**src/rtl/iram_wr_arb.sv**
```systemverilog
// Write-port arbiter for the shared instruction/data SRAM: round-robin over
// uart/sys/cpu with burst lock, starvation guard and loader-only mode.
module iram_wr_arb #(
  parameter int ADDR_W     = 20,
  parameter int DATA_W     = 128,
  parameter int MAX_BURST  = 16,
  parameter int WAIT_LIMIT = 8
) (
  input  logic                clk,
  input  logic                rst_b,
  input  logic                load_mode,
  input  logic                uart_req,
  input  logic                sys_req,
  input  logic                cpu_req,
  input  logic                uart_lock,
  input  logic                sys_lock,
  input  logic                cpu_lock,
  input  logic [ADDR_W-1:0]   uart_addr,
  input  logic [ADDR_W-1:0]   sys_addr,
  input  logic [ADDR_W-1:0]   cpu_addr,
  input  logic [DATA_W-1:0]   uart_data,
  input  logic [DATA_W-1:0]   sys_data,
  input  logic [DATA_W-1:0]   cpu_data,
  input  logic [DATA_W/8-1:0] uart_strb,
  input  logic [DATA_W/8-1:0] sys_strb,
  input  logic [DATA_W/8-1:0] cpu_strb,
  output logic                uart_ack,
  output logic                sys_ack,
  output logic                cpu_ack,
  output logic                ram_wen,
  output logic [ADDR_W-1:0]   ram_addr,
  output logic [DATA_W-1:0]   ram_wdata,
  output logic [DATA_W/8-1:0] ram_wstrb,
  output logic [1:0]          grant_id,
  output logic                busy
);

  localparam int         STRB_W    = DATA_W / 8;
  localparam logic [7:0] BURST_MAX = 8'(MAX_BURST);
  localparam logic [3:0] WAIT_SAT  = 4'(WAIT_LIMIT - 1);

  typedef enum logic {ST_IDLE = 1'b0, ST_BURST = 1'b1} state_t;

  state_t            r_state, w_state_nxt;
  logic [1:0]        r_owner, w_owner_nxt;
  logic [7:0]        r_burst_cnt, w_burst_cnt_nxt;
  logic [1:0]        r_rr_ptr;
  logic [3:0]        r_wait [3];

  logic [2:0]        w_req, w_lock, w_elig, w_force, w_gnt_oh, w_rr_pick;
  logic              w_others, w_own_ok, w_own_path, w_gnt_vld;
  logic [1:0]        w_gnt_id;
  logic [ADDR_W-1:0] w_sel_addr;
  logic [DATA_W-1:0] w_sel_data;
  logic [STRB_W-1:0] w_sel_strb;

  logic              r_ram_wen;
  logic [ADDR_W-1:0] r_ram_addr;
  logic [DATA_W-1:0] r_ram_wdata;
  logic [STRB_W-1:0] r_ram_wstrb;
  logic [1:0]        r_grant_id;

  function automatic logic [2:0] rr_pick(input logic [2:0] elig, input logic [1:0] ptr);
    logic [2:0] pick;
    logic [1:0] idx;
    pick = 3'b000;
    for (int k = 0; k < 3; k++) begin
      idx = 2'((int'(ptr) + k) % 3);
      if (!pick[2] && elig[idx]) pick = {1'b1, idx};
    end
    return pick;
  endfunction

  assign w_req     = {cpu_req, sys_req, uart_req};
  assign w_lock    = {cpu_lock, sys_lock, uart_lock};
  assign w_elig    = w_req & {~load_mode, ~load_mode, 1'b1};
  assign w_others  = |(w_elig & ~(3'b001 << r_owner));
  assign w_own_ok  = (r_state == ST_BURST) && w_elig[r_owner] && w_lock[r_owner] &&
                     ((r_burst_cnt < BURST_MAX) || !w_others);
  assign w_rr_pick = rr_pick(w_elig, r_rr_ptr);

  always_comb begin
    // NOTE: every comb output gets a default first so no path can infer a latch.
    w_force = 3'b000;
    for (int i = 0; i < 3; i++) w_force[i] = w_elig[i] && (r_wait[i] == WAIT_SAT);
  end

  // Forced grant beats the lock owner, which beats round-robin.
  always_comb begin
    w_gnt_vld  = 1'b0;
    w_gnt_id   = 2'd0;
    w_own_path = 1'b0;
    if (|w_force) begin
      w_gnt_vld = 1'b1;
      w_gnt_id  = w_force[0] ? 2'd0 : (w_force[1] ? 2'd1 : 2'd2);
    end else if (w_own_ok) begin
      w_gnt_vld  = 1'b1;
      w_gnt_id   = r_owner;
      w_own_path = 1'b1;
    end else if (w_rr_pick[2]) begin
      w_gnt_vld = 1'b1;
      w_gnt_id  = w_rr_pick[1:0];
    end
  end

  assign w_gnt_oh = w_gnt_vld ? (3'b001 << w_gnt_id) : 3'b000;

  always_ff @(posedge clk or negedge rst_b) begin
    // NOTE: sequential state uses non-blocking assignments so every flop samples pre-edge values.
    if (!rst_b) begin
      r_state     <= ST_IDLE;
      r_owner     <= 2'd0;
      r_burst_cnt <= 8'd0;
    end else begin
      r_state     <= w_state_nxt;
      r_owner     <= w_owner_nxt;
      r_burst_cnt <= w_burst_cnt_nxt;
    end
  end

  // Any grant without lock, or no grant at all, leaves the burst.
  always_comb begin
    w_state_nxt     = ST_IDLE;
    w_owner_nxt     = r_owner;
    w_burst_cnt_nxt = 8'd0;
    if (w_gnt_vld && w_lock[w_gnt_id]) begin
      w_state_nxt = ST_BURST;
      w_owner_nxt = w_gnt_id;
      if (!w_own_path)                    w_burst_cnt_nxt = 8'd1;
      else if (r_burst_cnt == BURST_MAX)  w_burst_cnt_nxt = r_burst_cnt;
      else                                w_burst_cnt_nxt = r_burst_cnt + 8'd1;
    end
  end

  always_comb begin
    uart_ack = rst_b & w_gnt_oh[0];
    sys_ack  = rst_b & w_gnt_oh[1];
    cpu_ack  = rst_b & w_gnt_oh[2];
    busy     = (r_state == ST_BURST);
  end

  always_ff @(posedge clk or negedge rst_b) begin
    if (!rst_b) begin
      r_rr_ptr <= 2'd0;
      for (int i = 0; i < 3; i++) r_wait[i] <= 4'd0;
    end else begin
      if (w_gnt_vld) r_rr_ptr <= (w_gnt_id == 2'd2) ? 2'd0 : w_gnt_id + 2'd1;
      for (int i = 0; i < 3; i++) begin
        if (!w_req[i] || w_gnt_oh[i])                    r_wait[i] <= 4'd0;
        else if (w_elig[i] && (r_wait[i] != WAIT_SAT))   r_wait[i] <= r_wait[i] + 4'd1;
      end
    end
  end

  always_comb begin
    case (w_gnt_id)
      2'd1:    begin w_sel_addr = sys_addr;  w_sel_data = sys_data;  w_sel_strb = sys_strb;  end
      2'd2:    begin w_sel_addr = cpu_addr;  w_sel_data = cpu_data;  w_sel_strb = cpu_strb;  end
      default: begin w_sel_addr = uart_addr; w_sel_data = uart_data; w_sel_strb = uart_strb; end
    endcase
  end

  always_ff @(posedge clk or negedge rst_b) begin
    // NOTE: the write-data registers are reset too, so ram_* reads all-zero out of reset.
    if (!rst_b) begin
      r_ram_wen   <= 1'b0;
      r_ram_addr  <= '0;
      r_ram_wdata <= '0;
      r_ram_wstrb <= '0;
      r_grant_id  <= 2'd0;
    end else begin
      r_ram_wen <= w_gnt_vld;
      if (w_gnt_vld) begin
        r_ram_addr  <= w_sel_addr;
        r_ram_wdata <= w_sel_data;
        r_ram_wstrb <= w_sel_strb;
        r_grant_id  <= w_gnt_id;
      end
    end
  end

  assign ram_wen   = r_ram_wen;
  assign ram_addr  = r_ram_addr;
  assign ram_wdata = r_ram_wdata;
  assign ram_wstrb = r_ram_wstrb;
  assign grant_id  = r_grant_id;

endmodule
```
**config.mk**
```make
export PLATFORM = sky130hd
export DESIGN_NAME = iram_wr_arb
export DESIGN_NICKNAME = d
export VERILOG_FILES = /design/src/rtl/iram_wr_arb.sv
export SDC_FILE = /design/constraint.sdc
export NUM_CORES = 1
export LEC_CHECK = 0
export ABC_CLOCK_PERIOD_IN_PS = 3200
export CAP_MARGIN = 20
export CORE_AREA = 2 2 263 265
export CTS_BUF_LIST = sky130_fd_sc_hd__clkbuf_16
export DETAILED_ROUTE_END_ITERATION = 8
export DIE_AREA = 0 0 265 267
export SLEW_MARGIN = 20
export SYNTH_ARGS = -nofsm -noshare
export SYNTH_HDL_FRONTEND = slang
export SYNTH_SLANG_ARGS = --single-unit
```
**constraint.sdc**
```tcl
create_clock -name clk -period 3.2 [get_ports clk]
set_clock_uncertainty 0.05 [all_clocks]
set_input_delay 0.32 -clock clk [delete_from_list [all_inputs] [get_ports clk]]
set_output_delay 0.32 -clock clk [all_outputs]
set_load 0.005 [all_outputs]
```
; ---- After elaboration in Yosys (flattened, before gate mapping)
; Cells that the tools add are included.
[op_classes]
n_div = 3
order_cmp = 6
shifts = 2
reduce_logical = 27
add_sub_neg = 7
eq_ne = 10
muxes = 40
bitwise_logic = 7
[ops]
columns = operator, count
row1 = 128-bit case mux with 2 select lines, 1
row2 = "32-bit by 3-bit modulo with 32-bit output, second input constant", 2
row3 = 20-bit case mux with 2 select lines, 1
row4 = "3-bit by 3-bit modulo with 32-bit output, second input constant", 1
row5 = 16-bit case mux with 2 select lines, 1
row6 = 4-bit two-way mux, 6
row7 = 8-bit two-way mux, 3
row8 = "2-bit by 3-bit < comparator with 1-bit output, second input constant", 5
row9 = "4-bit by 1-bit adder with 4-bit output, second input constant", 3
row10 = 1-bit binary-select mux with 2-bit select, 6
row11 = "4-bit by 3-bit equality test with 1-bit output, second input constant", 3
row12 = 1-bit logical AND, 12
row13 = 1-bit two-way mux, 12
row14 = 2-bit two-way mux, 6
row15 = 3-bit two-way mux, 4
row16 = "4-bit by 3-bit inequality test with 1-bit output, second input constant", 3
row17 = "8-bit by 1-bit adder with 8-bit output, second input constant", 1
row18 = "8-bit by 5-bit equality test with 1-bit output, second input constant", 1
row19 = "8-bit by 5-bit < comparator with 1-bit output, second input constant", 1
row20 = 3-bit AND, 2
row21 = 1-bit zero test, 6
row22 = 2-bit nonzero test, 3
row23 = 3-bit OR reduction, 2
row24 = "1-bit by 2-bit left shift with 3-bit output, first input constant", 2
row25 = 10 further kinds, 15
[totals]
ff_bits = 192
wordCells = 114
out_inout_bits = 171
input_bits = 501

; ---- Longest topological paths before layout
[depth]
word_depth = 18
ltp_mapped = 16
ltp_nobuf = 13

; ---- Worst setup path before layout
; OpenSTA, ideal clock, no wires.
[synth_timing]
kind = register to register
from = reg r_rr_ptr[1]
to = reg r_ram_wdata[10], in the netlist ram_wdata[10]
setup_time_ps = 135
n_path_buf = 4
required_time_ps = 3015
period_less_slack_ps = 3158
arrival_time_ps = 2973
stages_incl_launch_ff = 17
slack_ps = 42
cell_sequence = dfrtp_1 inv_1 ha_1 buf_2 o21bai_1 nand4_1 o211ai_1 a21oi_1 a211oi_2 inv_1 ha_1 clkbuf_1 clkbuf_1 buf_1 nand2_1 o21ai_0 o21ai_0
[synth_via]
elab_chain_len = 15
elab_cells_between_ends = 27
cone_classes = 2 x add/sub / 3 x div / 2 x eq/ne / 16 x mux / 4 x reduce/logical
[synth_lines]
columns = item, line_no
row1 = "start, declared", 47  ; logic [1:0] r_rr_ptr;
row2 = "start signal, assigned", 147  ; if (w_gnt_vld) r_rr_ptr <= (w_gnt_id == 2'd2) ? 2'd0 : w_gnt_id + 2'd1;
row3 = branches (longest 9 deep; another with 32-bit by 3-bit modulo with 32-bit output), --
row4 = 3-bit two-way mux *, 69  ; if (!pick[2] && elig[idx]) pick = {1'b1, idx};
row5 = 2-bit two-way mux *, 100  ; end else if (w_rr_pick[2]) begin
row6 = 2-bit two-way mux *, 96  ; end else if (w_own_ok) begin
row7 = 2-bit two-way mux *, 93  ; if (|w_force) begin
row8 = net w_gnt_id[1], 52  ; logic [1:0] w_gnt_id;
row9 = 2-bit equality test / 2-bit by 1-bit equality test with 1-bit output (equally long branches), 156  ; case (w_gnt_id)
row10 = 128-bit case mux with 2 select lines *, 156
row11 = "end signal, assigned", 175  ; r_ram_wdata <= w_sel_data;
row12 = "end, declared", 59  ; logic [DATA_W-1:0] r_ram_wdata;
; Mark *: on every way through the listed nets, which the timed path passes. The select of a mux whose other input is x is not followed.
; A chain may end at the register's enable or synchronous reset.

; ---- Final worst setup path
[layout_timing]
from = reg r_rr_ptr[1]
to = out sys_ack
[layout_via]
elab_chain_len = 16
elab_cells_between_ends = 27
cone_classes = 2 x add/sub / 3 x div / 1 x shift / 16 x mux / 1 x bitwise / 4 x reduce/logical
[layout_lines]
columns = item, line_no
row1 = branches (longest 9 deep; another with 32-bit by 3-bit modulo with 32-bit output), --
row2 = 3-bit two-way mux *, 69
row3 = 2-bit two-way mux *, 100
row4 = 2-bit two-way mux *, 96
row5 = 2-bit two-way mux *, 93
row6 = net w_gnt_id[0], 52
row7 = 1-bit by 2-bit left shift with 3-bit output *, 106  ; assign w_gnt_oh = w_gnt_vld ? (3'b001 << w_gnt_id) : 3'b000;
row8 = 3-bit two-way mux *, 106
row9 = 1-bit AND *, 137  ; sys_ack = rst_b & w_gnt_oh[1];
row10 = "end, declared", 28  ; output logic sys_ack,
; Marked as above.

==> results.cfg <==
[outcome]
outcome = finished, final reports clean

[synthesis]
synth_cells = 1289
yosysUniqueCellTypes = 52
yosys_warnings = 0
synth_area_um2 = 10600
synth_top_cell_area_share_pct = 45.4
yosysTopAreaCell = dfrtp_1
ys_dominant_reg_cell = dfrtp_1
syn-mean-instance-area_um2 = 8.21
synth_edf_count = 0
syn_nets = 1803
ys_ff_latch = 192
async_reset_ff_share_pct = 100
seq_area_frac_synth_pct = 45.4
synthTopCellsByArea = dfrtp_1 (45%), o21ai_0 (13%), nand2_1 (12%)

[die]
die_h_um = 267
dieArea_um2 = 70800
die_width_um = 265
pin_count = 672
fp-row-count = 96
coreArea_um2 = 68000
initial_utilization_pct = 15.6

[pwr]
p_clk_share_pct = 10.9
p_leak_nw = 7.89
p_comb_share_pct = 67.9
seq_power_share_pct = 21.2
p_int_mw = 11.8
totalPowerFinal_mw = 20.8
p_sw_share_pct = 43.5
irDropWorstVdd_mv = 0.532
powerDensity_nw_per_um2 = 1020
p_sw_mw = 9.07

[cts]
cts-root-buf = clkbuf_16
cts_buffer_depth = 2
clk_pin_slew_ps = 80
cts_made_buffers = 17
cts_max_level = 4
cts_tree = done
clock-sinks = 192
insertion_delay_ps = 480

[min_path]
worst_hold_path_type = primary input to async pin

[critical_path]
path_max_fanout = 3
path_class = register to primary output
worstPathArrival_ps = 2800
setup.worst_path.start_class = register
slowest_delay_ps = 410
critPathRequiredTime_ps = 2830
crit_chain = inv_1 > ha_2 > or3b_4 > nand4_1 > a211oi_4 > a311oi_4 > inv_2 > buf_6 > ha_4 > buf_12 > and3_1 > clkbuf_2
end_kind = primary output
critPathSlowestCell = dfrtp_1

[drt]
drtIter0Drc = 507
vias = 12100
post-route-drc-count = 0
ant_nets = 0
drt_pre_antenna_iters = 5
detail_route.wl_per_cell_um = 17.5
via_per_inst = 4.15
wl_um = 51100

[timing]
worstMarginPinSlew_ps = 896
maxSlewHeadroom_pct = 40.3
timing.fmax_mhz = 315
drv_slew = 0
final.min_clock_period_ps = 3170
period_share_pct = 99.1
hold_viol_final = 0
setup_viol = 0
rsz0062_at_grt = true

[grt]
grt-ovfl-total = 0
grt_pass1_wl_um = 69600
grt_usage_pct = 12.9
grt_max_degree = 105
antenna_found_initial = 0
grt_pass1_vias = 11800

[layout]
final_cell_mix = clkdlybuf4s50_1 (667), nand2_1 (341), o21ai_0 (243)
final_area_um2 = 20500
post_route_cells_drive_above_1_share_pct = 13.6
diodes = 0
finish.utilization_pct = 30.2
layout_commonest_cell = clkdlybuf4s50_1
area_growth_pct = 93.8
final_nets = 2533

[place]
placed_cell_area_um2 = 18900
hpwlAfterDp_um = 37400
port-buffer-count = 671
gp_congestion = 0.859

[run]
drv_cap = 0
power groups by stage:
stage / logic [mW] / clock network (mW) / registers, mW
CTS: 13.0 / 2.40 / 4.42
global placement: 12.6 / 0 / 4.42
global route: 15.7 / 2.49 / 4.57
finish: 14.1 / 2.28 / 4.41
detailed placement: 12.7 / 0 / 4.45
floorplan: 6.58 / 0 / 4.43
kinds of logic (layout without fill, tap and decap cells):
group,Yosys count,after routing,synth area share [%]
adders and majority gates,13,13,1.54
muxes,4,4,0.402
xor gates and xnor gates,12,12,0.994
AOI/OAI and AO/OA,534,534,30.1
and+or+nand+nor,411,411,16.1
DFF,192,192,45.4
buffers and inverters,123,866,5.46
synth_stat cells, types with 2 or more instances:
library cell and instances:
xnor2_1 4, nand4_1 2, a211oi_2 4, and3_1 7
and4_1 2, nor3b_1 2, mux2_2 2, o21ai_0 268
a21oi_1 14, o21ai_1 68, nor2b_1 4, dfrtp_1 192
xor2_1 8, inv_1 11, nand2b_1 5, buf_6 12
o211ai_1 3, nand3_1 10, mux2i_1 2, buf_1 4
a221oi_1 2, nand2_1 342, nor3_1 3, buf_2 9
nor2_1 21, ha_1 13, a22oi_1 165, clkbuf_1 83
buf_4 4
area by class of cell:
cell class	count	area (µm²)
Multi-Input combinational cell	974	5580
Tap cell	882	1100
Sequential cell	192	4810
Clock buffer	17	425
Timing Repair Buffer	823	8360
Clock inverter	15	184
Inverter	11	41.3
Fill cell	7165	47500
metal layers:
layer / share of wire, % / wire (µm) / up-vias / GRT usage [%]
met5: 0 / 0 / - / 0
met4: 2.8 / 1460 / 0 / 5.18
met3: 6.1 / 3090 / 55 / 3.61
met2: 50 / 25400 / 464 / 22.6
met1: 41 / 21100 / 5536 / 14.8
li1: - / - / 6027 / -
final timing paths:
path | start | to | depth (start not counted) | slack (ps)
max reg2reg | r_rr_ptr[1] | ram_wdata[20] | 16 | 60
max | r_rr_ptr[1] | sys_ack | 12 | 30
min reg2reg | ram_wdata[45] | ram_wdata[45] | 2 | 430
min in group clk | uart_data[107] | ram_wdata[107] | 3 | 390
min | rst_b | ram_wdata[17] | 2 | 280
max in group asynchronous | rst_b | ram_wdata[116] | 3 | 1590
timing repair:
action / 4_1_cts / 5_1_grt
setup buffers: 25 / 5
gates cloned: 0 / 15
gates resized for setup: 32 / 109
hold buffers: 1 / 0
endpoints found under the setup margin: 3 / 145
pin swaps: 11 / 17
endpoints found under the hold margin: 36 / 0
sequential cells by signal, summed over array words and instances (netlist names), 2 cells and up:
register and cells:
ram_wdata 128, grant_id 2, r_wait 12, ram_addr 20, r_rr_ptr 2, r_owner 2
ram_wstrb 16, r_burst_cnt 8
worst max-delay path: cells and delay by family (launching register included):
family          cells  cell delay, ps
compound gates      2             400
fa+ha+maj           2             340
flops               1             410
simple gates        3             660
buf+inv             5             500
metrics by stage:
stage                     hold slack (ps)  setup slack (ps)  setup TNS, ps  cells
after CTS                             226             -41.3          -41.3   2897
after floorplan                     -25.6              42.1              0   1289
final                                 277              27.8              0   2914
after detailed placement              182              -295         -28810   2840
after global routing                  269              -112          -2620   2914
after global placement                181              -276         -25500   2840
Note: power is estimated with default switching activity, not from simulation.
